[config.mk]
export PLATFORM = sky130hd
export DESIGN_NAME = ram_1w_1rs_fifo_ctrl_flat
export DESIGN_NICKNAME = d
export VERILOG_FILES = /design/src/rtl/ram_1w_1rs_fifo_ctrl_if.sv /design/src/rtl/ram_1w_1rs_fifo_ctrl.sv /design/src/flat_wrapper.sv
export SDC_FILE = /design/constraint.sdc
export NUM_CORES = 1
export LEC_CHECK = 0
export ABC_AREA = 1
export CAP_MARGIN = 20
export CORE_ASPECT_RATIO = 0.5
export CORE_MARGIN = 2
export CORE_UTILIZATION = 46
export DETAILED_ROUTE_END_ITERATION = 16
export PLACE_DENSITY = 0.92
export SLEW_MARGIN = 15
export SYNTH_ARGS = -nofsm -noshare
export SYNTH_HDL_FRONTEND = slang
export SYNTH_SLANG_ARGS = --single-unit
[constraint.sdc]
create_clock -name clk -period 2.7 [get_ports clk]
set_input_delay 0.54 -clock clk [delete_from_list [all_inputs] [get_ports clk]]
set_output_delay 0.54 -clock clk [all_outputs]
set_load 0.03 [all_outputs]
[src/rtl/ram_1w_1rs_fifo_ctrl_if.sv]
// Valid/ready stream bundle for the FIFO controller.
// master drives valid/data, slave drives ready.
interface ram_1w_1rs_fifo_ctrl_if #(
  parameter int unsigned DW = 32
);
  logic          valid;
  logic          ready;
  logic [DW-1:0] data;

  modport master (
    output valid,
    output data,
    input  ready
  );

  modport slave (
    input  valid,
    input  data,
    output ready
  );
endinterface

[src/rtl/ram_1w_1rs_fifo_ctrl.sv]
// RAM-backed FIFO controller: writes s stream into an external 1w/1r RAM,
// presents m stream via 2-entry output buffer. Ports: clk, resetn, s, m, level, ram_*.
module ram_1w_1rs_fifo_ctrl #(
  parameter int unsigned AW = 5,
  parameter int unsigned DW = 32
) (
  input  logic                      clk,
  input  logic                      resetn,
  ram_1w_1rs_fifo_ctrl_if.slave     s,
  ram_1w_1rs_fifo_ctrl_if.master    m,
  output logic [AW+1:0]             level,
  output logic                      ram_wr_en,
  output logic                      ram_wr_mask,
  output logic [AW-1:0]             ram_wr_addr,
  output logic [DW-1:0]             ram_wr_data,
  output logic                      ram_rd_en,
  output logic [AW-1:0]             ram_rd_addr,
  input  logic [DW-1:0]             ram_rd_data
);

  localparam int unsigned DEPTH = 2 ** AW;

  logic [AW:0]   wptr;
  logic [AW:0]   rptr;
  logic [AW:0]   ram_cnt;
  logic          inflight;
  logic [1:0]    obuf_cnt;
  logic [1:0]    obuf_cnt_nxt;
  logic [DW-1:0] head;
  logic [DW-1:0] tail;
  logic          wr;
  logic          rd;
  logic          push;
  logic          pop;

  // ram_cnt sees only earlier writes, so a read never
  // targets the slot being written this cycle.
  assign ram_cnt = wptr - rptr;
  assign s.ready = (ram_cnt != (AW+1)'(DEPTH));
  assign wr      = s.valid & s.ready;

  assign m.valid = (obuf_cnt != 2'd0);
  assign m.data  = head;
  assign pop     = m.valid & m.ready;
  assign push    = inflight;

  // Room must exist for the word in flight plus
  // the one issued now, after this cycle's pop.
  assign obuf_cnt_nxt = obuf_cnt - {1'b0, pop};
  assign rd = (ram_cnt != '0) &
              (({1'b0, obuf_cnt_nxt} +
                {2'b00, inflight}) < 3'd2);

  assign ram_wr_en   = wr;
  assign ram_wr_mask = 1'b1;
  assign ram_wr_addr = wptr[AW-1:0];
  assign ram_wr_data = s.data;
  assign ram_rd_en   = rd;
  assign ram_rd_addr = rptr[AW-1:0];

  assign level = (AW+2)'(ram_cnt) +
                 (AW+2)'(inflight) +
                 (AW+2)'(obuf_cnt);

  always_ff @(posedge clk or negedge resetn) begin
    if (!resetn) begin
      wptr     <= '0;
      rptr     <= '0;
      inflight <= 1'b0;
    end else begin
      if (wr) wptr <= wptr + 1'b1;
      if (rd) rptr <= rptr + 1'b1;
      inflight <= rd;
    end
  end

  always_ff @(posedge clk or negedge resetn) begin
    if (!resetn) begin
      obuf_cnt <= 2'd0;
      head     <= '0;
      tail     <= '0;
    end else begin
      unique case (1'b1)
        push & ~pop: begin
          if (obuf_cnt == 2'd0) head <= ram_rd_data;
          else                  tail <= ram_rd_data;
          obuf_cnt <= obuf_cnt + 2'd1;
        end
        pop & ~push: begin
          head     <= tail;
          obuf_cnt <= obuf_cnt - 2'd1;
        end
        push & pop: begin
          if (obuf_cnt == 2'd1) begin
            head <= ram_rd_data;
          end else begin
            head <= tail;
            tail <= ram_rd_data;
          end
        end
        default: ;
      endcase
    end
  end

endmodule

[src/flat_wrapper.sv]
// flat-port wrapper written by rule: the top's interface ports become plain ports
module ram_1w_1rs_fifo_ctrl_flat 
#(
  parameter int unsigned AW = 5,
  parameter int unsigned DW = 32
)
  (clk, resetn, level, ram_wr_en, ram_wr_mask, ram_wr_addr, ram_wr_data, ram_rd_en, ram_rd_addr, ram_rd_data, s_valid, s_data, s_ready, m_valid, m_data, m_ready);
  ram_1w_1rs_fifo_ctrl_if #(.DW(DW)) s_i ();
  ram_1w_1rs_fifo_ctrl_if #(.DW(DW)) m_i ();
  input  logic clk;
  input  logic resetn;
  output logic [AW+1:0] level;
  output logic ram_wr_en;
  output logic ram_wr_mask;
  output logic [AW-1:0] ram_wr_addr;
  output logic [DW-1:0] ram_wr_data;
  output logic ram_rd_en;
  output logic [AW-1:0] ram_rd_addr;
  input  logic [DW-1:0] ram_rd_data;
  input wire logic [$bits(s_i.valid)-1:0] s_valid;
  input wire logic [$bits(s_i.data)-1:0] s_data;
  output wire logic [$bits(s_i.ready)-1:0] s_ready;
  output wire logic [$bits(m_i.valid)-1:0] m_valid;
  output wire logic [$bits(m_i.data)-1:0] m_data;
  input wire logic [$bits(m_i.ready)-1:0] m_ready;
  assign s_i.valid = s_valid;
  assign s_i.data = s_data;
  assign s_ready = s_i.ready;
  assign m_valid = m_i.valid;
  assign m_data = m_i.data;
  assign m_i.ready = m_ready;
  ram_1w_1rs_fifo_ctrl #(.AW(AW), .DW(DW)) u_core (.clk(clk), .resetn(resetn), .s(s_i), .m(m_i), .level(level), .ram_wr_en(ram_wr_en), .ram_wr_mask(ram_wr_mask), .ram_wr_addr(ram_wr_addr), .ram_wr_data(ram_wr_data), .ram_rd_en(ram_rd_en), .ram_rd_addr(ram_rd_addr), .ram_rd_data(ram_rd_data));
endmodule
**After elaboration in Yosys (flattened, before gate mapping)**

Cells that the tools add are included.

- Bits in registers: 79
- Output and inout bits: 86
- Input bits: 68

- Bitwise logic cells: 8
- Reduce and logical (&&, ||, !) cells: 8
- Eq/ne operators: 5
- $add $sub $neg: 9
- Mux-type cells: 7
- Order comparisons: 1

Operators by type and width:

| operator | number |
|---|---|
| 2-to-1 mux 32 bit | 4 |
| case mux 32 bit (3 select lines) | 1 |
| case mux 32 bit (2 select lines) | 1 |
| adder 6 x 1 -> 6 bit (second input constant) | 2 |
| adder 6 x 1 -> 7 bit | 1 |
| adder 7 x 2 -> 7 bit | 1 |
| bitwise AND 1 bit | 6 |
| != test 2 bit (second input constant) | 3 |
| != test 6 bit (second input constant) | 1 |
| nonzero test 2 bit | 3 |
| nonzero test 6 bit | 1 |
| subtractor 6 bit | 1 |
| case mux 2 bit (2 select lines) | 1 |
| adder 2 x 1 -> 3 bit | 1 |
| < comparator 3 x 2 -> 1 bit (second input constant) | 1 |
| AND reduction 3 bit | 1 |
| nonzero test 3 bit | 1 |
| adder 2 x 1 -> 2 bit (second input constant) | 1 |
| equality test 2 x 1 -> 1 bit (second input constant) | 1 |
| logical NOT 2 bit | 1 |
| NOT 1 bit | 2 |
| AND reduction 2 bit | 1 |
| subtractor 2 x 1 -> 2 bit | 1 |
| subtractor 2 x 1 -> 2 bit (second input constant) | 1 |

**Longest topological paths before layout**

Gate-level depths: netlist of run 1.

- Depth in word-level cells: 6
- Mapped depth: 15
- Gate-level depth less buffers: 13

**Worst setup path after synthesis of run 1**

OpenSTA, ideal clock, no wires.

- Kind: reg2out
- From: register u_core.wptr[0]
- To: output level[5]
- Setup slack: -121 ps
- Data arrival time: 2281 ps
- Cell stages (with the launch flop): 10
- Data required time: 2160 ps
- Cell sequence: dfrtp_1 inv_1 ha_1 inv_1 fa_1 ha_1 a21oi_1 nor2_1 nand3_1 xor2_1

- Word-level cells in the longest chain between the ends: 3

RTL lines:

| item | line | RTL |
|---|---|---|
| start: declaration | ram_1w_1rs_fifo_ctrl.sv:23 | `logic [AW:0] wptr;` |
| start signal: assignment | ram_1w_1rs_fifo_ctrl.sv:71 | `if (wr) wptr <= wptr + 1'b1;` |
| subtractor 6 bit | ram_1w_1rs_fifo_ctrl.sv:38 | `assign ram_cnt = wptr - rptr;` |
| adder 6 x 1 -> 7 bit | ram_1w_1rs_fifo_ctrl.sv:61 | `assign level = (AW+2)'(ram_cnt) +` |
| adder 7 x 2 -> 7 bit | ram_1w_1rs_fifo_ctrl.sv:62 | `(AW+2)'(inflight) +` |
| end: declaration | flat_wrapper.sv:12 | `output logic [AW+1:0] level;` |

Every way passes these cells.

**Worst setup path after layout of run 1**

- From: register u_core.wptr[0]
- To: output level[3]

Same word-level chain as after synthesis.

==> flow_summary.json, run 1 <==
{
  "status": "finished with violations",
  "failed_checks": "negative setup slack",
  "htree_levels": 3,
  "n_antenna_cell": 0,
  "cts_tree": "done",
  "avgRoutedWirePerCell_um": 15.07,
  "die_h_um": 73.67,
  "yosysSeqAreaShare": 0.4427,
  "fin_crit_ps": 3014,
  "drt_first_pass_iters": 5,
  "die_x_um": 143.3,
  "grt.met3_usage": 0.05085,
  "nNetsFinal": 663,
  "yosys.area.top_type": "dfrtp_1",
  "grt_overflow_total": 0,
  "drt_iter0_drc": 248,
  "path_cells": "inv_2, ha_4, inv_4, fa_2, buf_6, ha_4, a21oi_2, nor2_2, buf_4, xor2_2, buf_12",
  "power.leakage_nw": 2.704,
  "fillers": 756,
  "fmax_mhz": 331.8,
  "grt_start_max_net_pins": 43,
  "cap_violations": 0,
  "grt_pass1_vias": 3808,
  "yosysWarningCount": 0,
  "cts_buffer_depth": 2,
  "worstMarginPinSlew_ps": 830.7,
  "cp.arrival_ps": 2470,
  "finalHoldViolCount": 0,
  "r2r_cells": 14,
  "coreArea_mm2": 0.009447,
  "drtAntennaViolNets": 0,
  "crit_top_cell": "ha_4",
  "port_buffers": 88,
  "use_met2": 0.3663,
  "cts_buffers": 9,
  "power_density_mw_per_mm2": 1726,
  "synth_area_mm2": 0.004466,
  "endpoint_kind": "output port",
  "rsz0062_at_grt": "true",
  "skew_ps": 8.339,
  "clk_pin_slew_worst_paths_ps": 60,
  "route.detailed.vias_per_inst": 5.284,
  "vias": 3794,
  "ir_drop_mv": 2.502,
  "ys_top_cells_by_count": "86 x nand2_1, 79 x dfrtp_1, 68 x nand3_1",
  "yosys-top-cells-area": "dfrtp_1 44%, nand3_1 7.6%, buf_4 7.2%",
  "synth_fp_nets": 587,
  "rr_endpoint": "u_core.rptr[0]",
  "dieArea_mm2": 0.01056,
  "synth_top_area_frac": 0.4427,
  "drive_gt1_frac": 0.1973,
  "grt_use_total": 0.2124,
  "synth_cells": 502,
  "worstPathRequired_ps": 2160,
  "start_kind": "register",
  "clk_latency_ps": 340,
  "min_period_over_period": 1.116,
  "synth_most_common_cell": "nand2_1",
  "grt.busiest_layer": "met2",
  "setup_ws_ps": -313.9,
  "drt_wl_total_mm": 10.82,
  "max_stage_delay_ps": 540,
  "worstSetupPathType": "register to output port",
  "setup_violations": 8,
  "grt_pass1_wl_mm": 17.49,
  "dp_hpwl_mm": 7.423,
  "yosysUniqueCellTypes": 31,
  "max-slew-margin-rel": 0.4441,
  "antenna_found_initial": 0,
  "clockRootBuffer": "clkbuf_16",
  "numClockSinks": 79,
  "r2r_slack_ps": 430,
  "pre_cts_slack_ps": -205.4,
  "hp-class": "input port to async pin",
  "synth-edff-count": 0,
  "syn_area_per_cell_um2": 8.895,
  "drv_slew": 0,
  "cp_slowest_cell": "fa_2",
  "r2r_start": "u_core.rptr[0]",
  "fp-row-count": 25,
  "hold_buffers": 0,
  "path_max_fanout": 2,
  "synth-main-ff-cell": "dfrtp_1",
  "io_pins": 154,
  "initial_core_util": 0.4727,
  "synthToLayoutAreaGrowth_pct": 31.07,
  "grt.met1_usage": 0.2581,
  "gp_routability_congestion": 0.8865,
  "route.detailed.drc": 0,
  "postSynth.asyncResetShare": 1.000,
  "ys_ff_latch": 79,
  "tns_ps": -1630
}
[stage by stage]
step / hold slack [ps] / instance area [µm²] / cells / utilization / total power, mW
finish: 189.8 / 5853 / 718 / 0.6196 / 10.10
CTS: 203.7 / 5799 / 713 / 0.6139 / 9.963
floorplan: 244.4 / 4481 / 502 / - / 6.381
global placement: 446.4 / 5421 / 695 / 0.5739 / 8.536
detailed placement: 454.5 / 5421 / 695 / 0.5739 / 8.745
global route: 228.8 / 5853 / 718 / 0.6196 / 10.74
[kinds of logic (layout without fill, tap and decap cells)]
| logic type | after synthesis | count (layout) | synth area share |
|---|---|---|---|
| flip-flops | 79 | 79 | 0.4427 |
| buffers and inverters | 95 | 176 | 0.1205 |
| other | 1 | 1 | 0.0008398 |
| XOR/XNOR | 12 | 12 | 0.02354 |
| multiplexers | 18 | 18 | 0.05379 |
| AO/OA/AOI/OAI | 72 | 72 | 0.09162 |
| adder cells (fa/ha/maj) | 17 | 17 | 0.05268 |
| AND/OR/NAND/NOR | 208 | 208 | 0.2143 |
[area by class of cell]
type                       count  area, µm²  share of cell area
multi-input combinational    328       2028              0.3465
tap                          135      168.9             0.02886
clock buffer                  10      239.0             0.04083
sequential                    79       1978              0.3380
inverter                      29      113.9             0.01945
clock inverter                 6      66.31             0.01133
timing repair buffer         131       1259              0.2150
[report_power, final]
group / internal (mW) / switching [mW]
Combinational: 2.95 / 3.78
Sequential: 1.79 / 0.344
Clock: 0.746 / 0.495
[layout by cell type, fill, tap and decap left out, types with 2 or more instances in the layout]
cell type	Yosys	final
nand2_1	86	86
dfrtp_1	79	78
clkdlybuf4s50_1	0	77
nand3_1	68	67
buf_4	43	43
nor2_1	35	34
o21ai_0	33	33
a31oi_1	32	32
inv_1	27	22
ha_1	14	12
mux2_4	10	10
clkbuf_16	0	9
inv_2	2	5
nand2_4	6	5
xnor2_1	5	5
xor2_1	7	5
mux2_1	5	5
buf_6	2	5
buf_12	0	5
nand2_2	3	3
a21oi_1	4	3
nand3_2	2	3
nand4_1	3	3
mux2_2	3	3
inv_4	0	2
a21oi_2	1	2
xor2_2	0	2
nor2_4	2	2
nor3_1	3	2
fa_2	0	2
ha_4	0	2
inv_6	0	2
clkinv_2	0	2
[worst max-delay path, delay by kind of cell, from the launching register on]
family	cells	cell delay, ps
flip-flops	1	380
AND/OR/NAND/NOR	1	60
adder cells (fa/ha/maj)	3	870
AO/OA/AOI/OAI	1	140
buffers and inverters	5	510
XOR/XNOR	1	190
[worst max-delay path by stage]
stage                         startpoint         to  slack, ps
after detailed placement  u_core.wptr[0]  ram_wr_en       -210
after CTS                 u_core.rptr[0]   level[5]       -360
after floorplan           u_core.wptr[0]   level[4]       -110
after global routing      u_core.wptr[0]   level[3]       -390
after global placement    u_core.wptr[0]  ram_wr_en       -120
final                     u_core.wptr[0]   level[3]       -310
[layer usage]
layer  routed length [µm]  vias to the layer above
li1                     -                     1803
met1                 4626                     1815
met2                 5333                      141
met3                  624                       35
met4                  239                        0
met5                    0                        -
[registers in the layout, summed over array words and instances (netlist names)]
| register | flops |
|---|---|
| u_core.obuf_cnt | 2 |
| u_core.wptr | 6 |
| u_core.rptr | 6 |
| u_core.inflight | 1 |
| u_core.m.data | 32 |
| u_core.tail | 32 |
[what timing repair did]
action / CTS / global route
setup buffers: 2 / 5
cloned: 0 / 0
setup endpoints to repair: 10 / 9
gates resized for setup: 25 / 12
pin swaps: 9 / 11
Note: power is estimated with default switching activity, not from simulation.
==> run 2, diff against run 1 <==
--- a/config.mk
+++ b/config.mk
@@ -10,9 +10,11 @@
 export CORE_ASPECT_RATIO = 0.5
 export CORE_MARGIN = 2
 export CORE_UTILIZATION = 46
+export CTS_CLUSTER_SIZE = 24
 export DETAILED_ROUTE_END_ITERATION = 16
 export PLACE_DENSITY = 0.92
 export SLEW_MARGIN = 15
 export SYNTH_ARGS = -nofsm -noshare
 export SYNTH_HDL_FRONTEND = slang
 export SYNTH_SLANG_ARGS = --single-unit
+export TNS_END_PERCENT = 10
==> run 2 against run 1 <==
The run still ends with negative setup slack left; critical path type unchanged; highest routed layer unchanged; utilization decreased by 0.48 points; count of clock-buffer cells in the layout down 1; combinational power decreased by 2%; die area is the same; register-to-register slack got worse by 240 ps; largest cell class unchanged.
==> flow_summary.json, run 2 (synthesized netlist as in run 1, its figures left out) <==
{
  "n_antenna_cell": 0,
  "cts_tree": "done",
  "power.leakage_nw": 2.683,
  "cts_buffer_depth": 2,
  "drtAntennaViolNets": 0,
  "finalHoldViolCount": 0,
  "setup_violations": 9,
  "port_buffers": 88,
  "cts_buffers": 9,
  "fp-row-count": 25,
  "worstSetupPathType": "register to output port",
  "tns_ps": -1875,
  "die_x_um": 143.3,
  "failed_checks": "negative setup slack",
  "gp_routability_congestion": 0.8835,
  "setup_ws_ps": -287.7,
  "antenna_found_initial": 0,
  "synthToLayoutAreaGrowth_pct": 30.06,
  "worstPathRequired_ps": 2160,
  "regArea_mm2": 0.001977,
  "grt_start_max_net_pins": 80,
  "fin_crit_ps": 2988,
  "grt_use_total": 0.2125,
  "finalInstanceArea_mm2": 0.005808,
  "ir_drop_mv": 2.094,
  "place_area_mm2": 0.005359,
  "path_cells": "inv_2, ha_4, inv_4, fa_2, buf_6, ha_4, a21oi_2, nor2_2, nand3_2, xor2_2, buf_6",
  "grt_pass1_vias": 3747,
  "numClockSinks": 79,
  "grt_pass1_wl_mm": 17.51,
  "clockRootBuffer": "clkbuf_16",
  "fmax_mhz": 334.7,
  "route.detailed.vias_per_inst": 5.369,
  "final_common_cell": "nand2_1",
  "clk_latency_ps": 330,
  "drv_slew": 0,
  "max-slew-margin-rel": 0.5356,
  "vias": 3823,
  "fillers": 745,
  "grt_overflow_total": 0,
  "max_stage_delay_ps": 420,
  "route.detailed.drc": 0,
  "avgRoutedWirePerCell_um": 15.53,
  "crit_family": "adder cells",
  "initial_core_util": 0.4727,
  "cp.arrival_ps": 2450,
  "hp-class": "input port to async pin",
  "status": "finished with violations",
  "start_kind": "register",
  "dieArea_mm2": 0.01056,
  "die_h_um": 73.67,
  "cap_violations": 0,
  "final_cell_mix": "86 x nand2_1, 79 x dfrtp_1, 77 x clkdlybuf4s50_1, 67 x nand3_1, 37 x buf_4",
  "dp_cells": 691,
  "power_density_mw_per_mm2": 1737,
  "io_pins": 154,
  "cp_slowest_cell": "fa_2",
  "dp_hpwl_mm": 7.445,
  "instances_no_fill": 712,
  "clk_pin_slew_worst_paths_ps": 60,
  "drt_wl_total_mm": 11.06,
  "drt_iter0_drc": 183,
  "coreArea_mm2": 0.009447,
  "path_buf_inv": 4,
  "multi_input_area_mm2": 0.002009,
  "path_max_fanout": 2,
  "rsz0062_at_grt": "true",
  "drt_first_pass_iters": 5,
  "nNetsFinal": 657,
  "hold_slack_ps": 145.2,
  "total_power_mw": 10.09,
  "skew_ps": 8.188,
  "min_period_over_period": 1.107,
  "htree_levels": 3,
  "endpoint_kind": "output port",
  "drive_gt1_frac": 0.1802,
  "worstMarginPinSlew_ps": 693.9
}
-- run 2: per-stage QoR --
stage	utilization	setup slack, ps
after global placement	0.5673	-121.9
after floorplan	-	-105.7
final	0.6148	-287.7
after detailed placement	0.5673	-246.3
after CTS	0.6074	-322.4
after global routing	0.6148	-371.8
-- run 2: report_power, final --
| group | switching, mW | internal (mW) | leakage [nW] | total, mW |
|---|---|---|---|---|
| Clock | 0.506 | 0.821 | 0.154 | 1.33 |
| Sequential | 0.355 | 1.80 | 0.936 | 2.15 |
| Combinational | 3.78 | 2.83 | 1.59 | 6.61 |
-- run 2: layout make-up --
| cell class | count | share of cell area |
|---|---|---|
| multi-input cells | 328 | 0.3460 |
| flip-flops and latches | 79 | 0.3404 |
| repair buffers | 125 | 0.2087 |
| clock buffers | 9 | 0.03878 |
| well taps | 135 | 0.02908 |
| inverters | 29 | 0.01917 |
| clock inverters | 7 | 0.01788 |
-- run 2: timing repair --
item	4_1_cts	5_1_grt
hold buffers	0	0
pin swaps	6	10
setup endpoints to repair	10	9
gates resized for setup	19	4
setup buffers	0	4
-- run 2: final timing paths --
check                                   start                to  slack, ps  cells past startpoint
setup / recovery               u_core.wptr[0]          level[5]       -290                     11
hold / removal                         resetn    u_core.wptr[2]        150                      1
setup reg to reg           u_core.obuf_cnt[0]   u_core.tail[22]        190                     10
hold reg to reg                u_core.tail[4]    u_core.tail[4]        470                      2
max in group asynchronous              resetn  u_core.m.data[4]       1980                      2
min in group clk               u_core.tail[4]    u_core.tail[4]        470                      2
-- run 2: metal layers --
layer,vias to the layer above,global-route usage,part of all wire
li1,1784,-,-
met3,38,0.05085,0.059
met5,-,0,0
met4,0,0.08170,0.018
met1,1865,0.2652,0.42
met2,136,0.3647,0.50
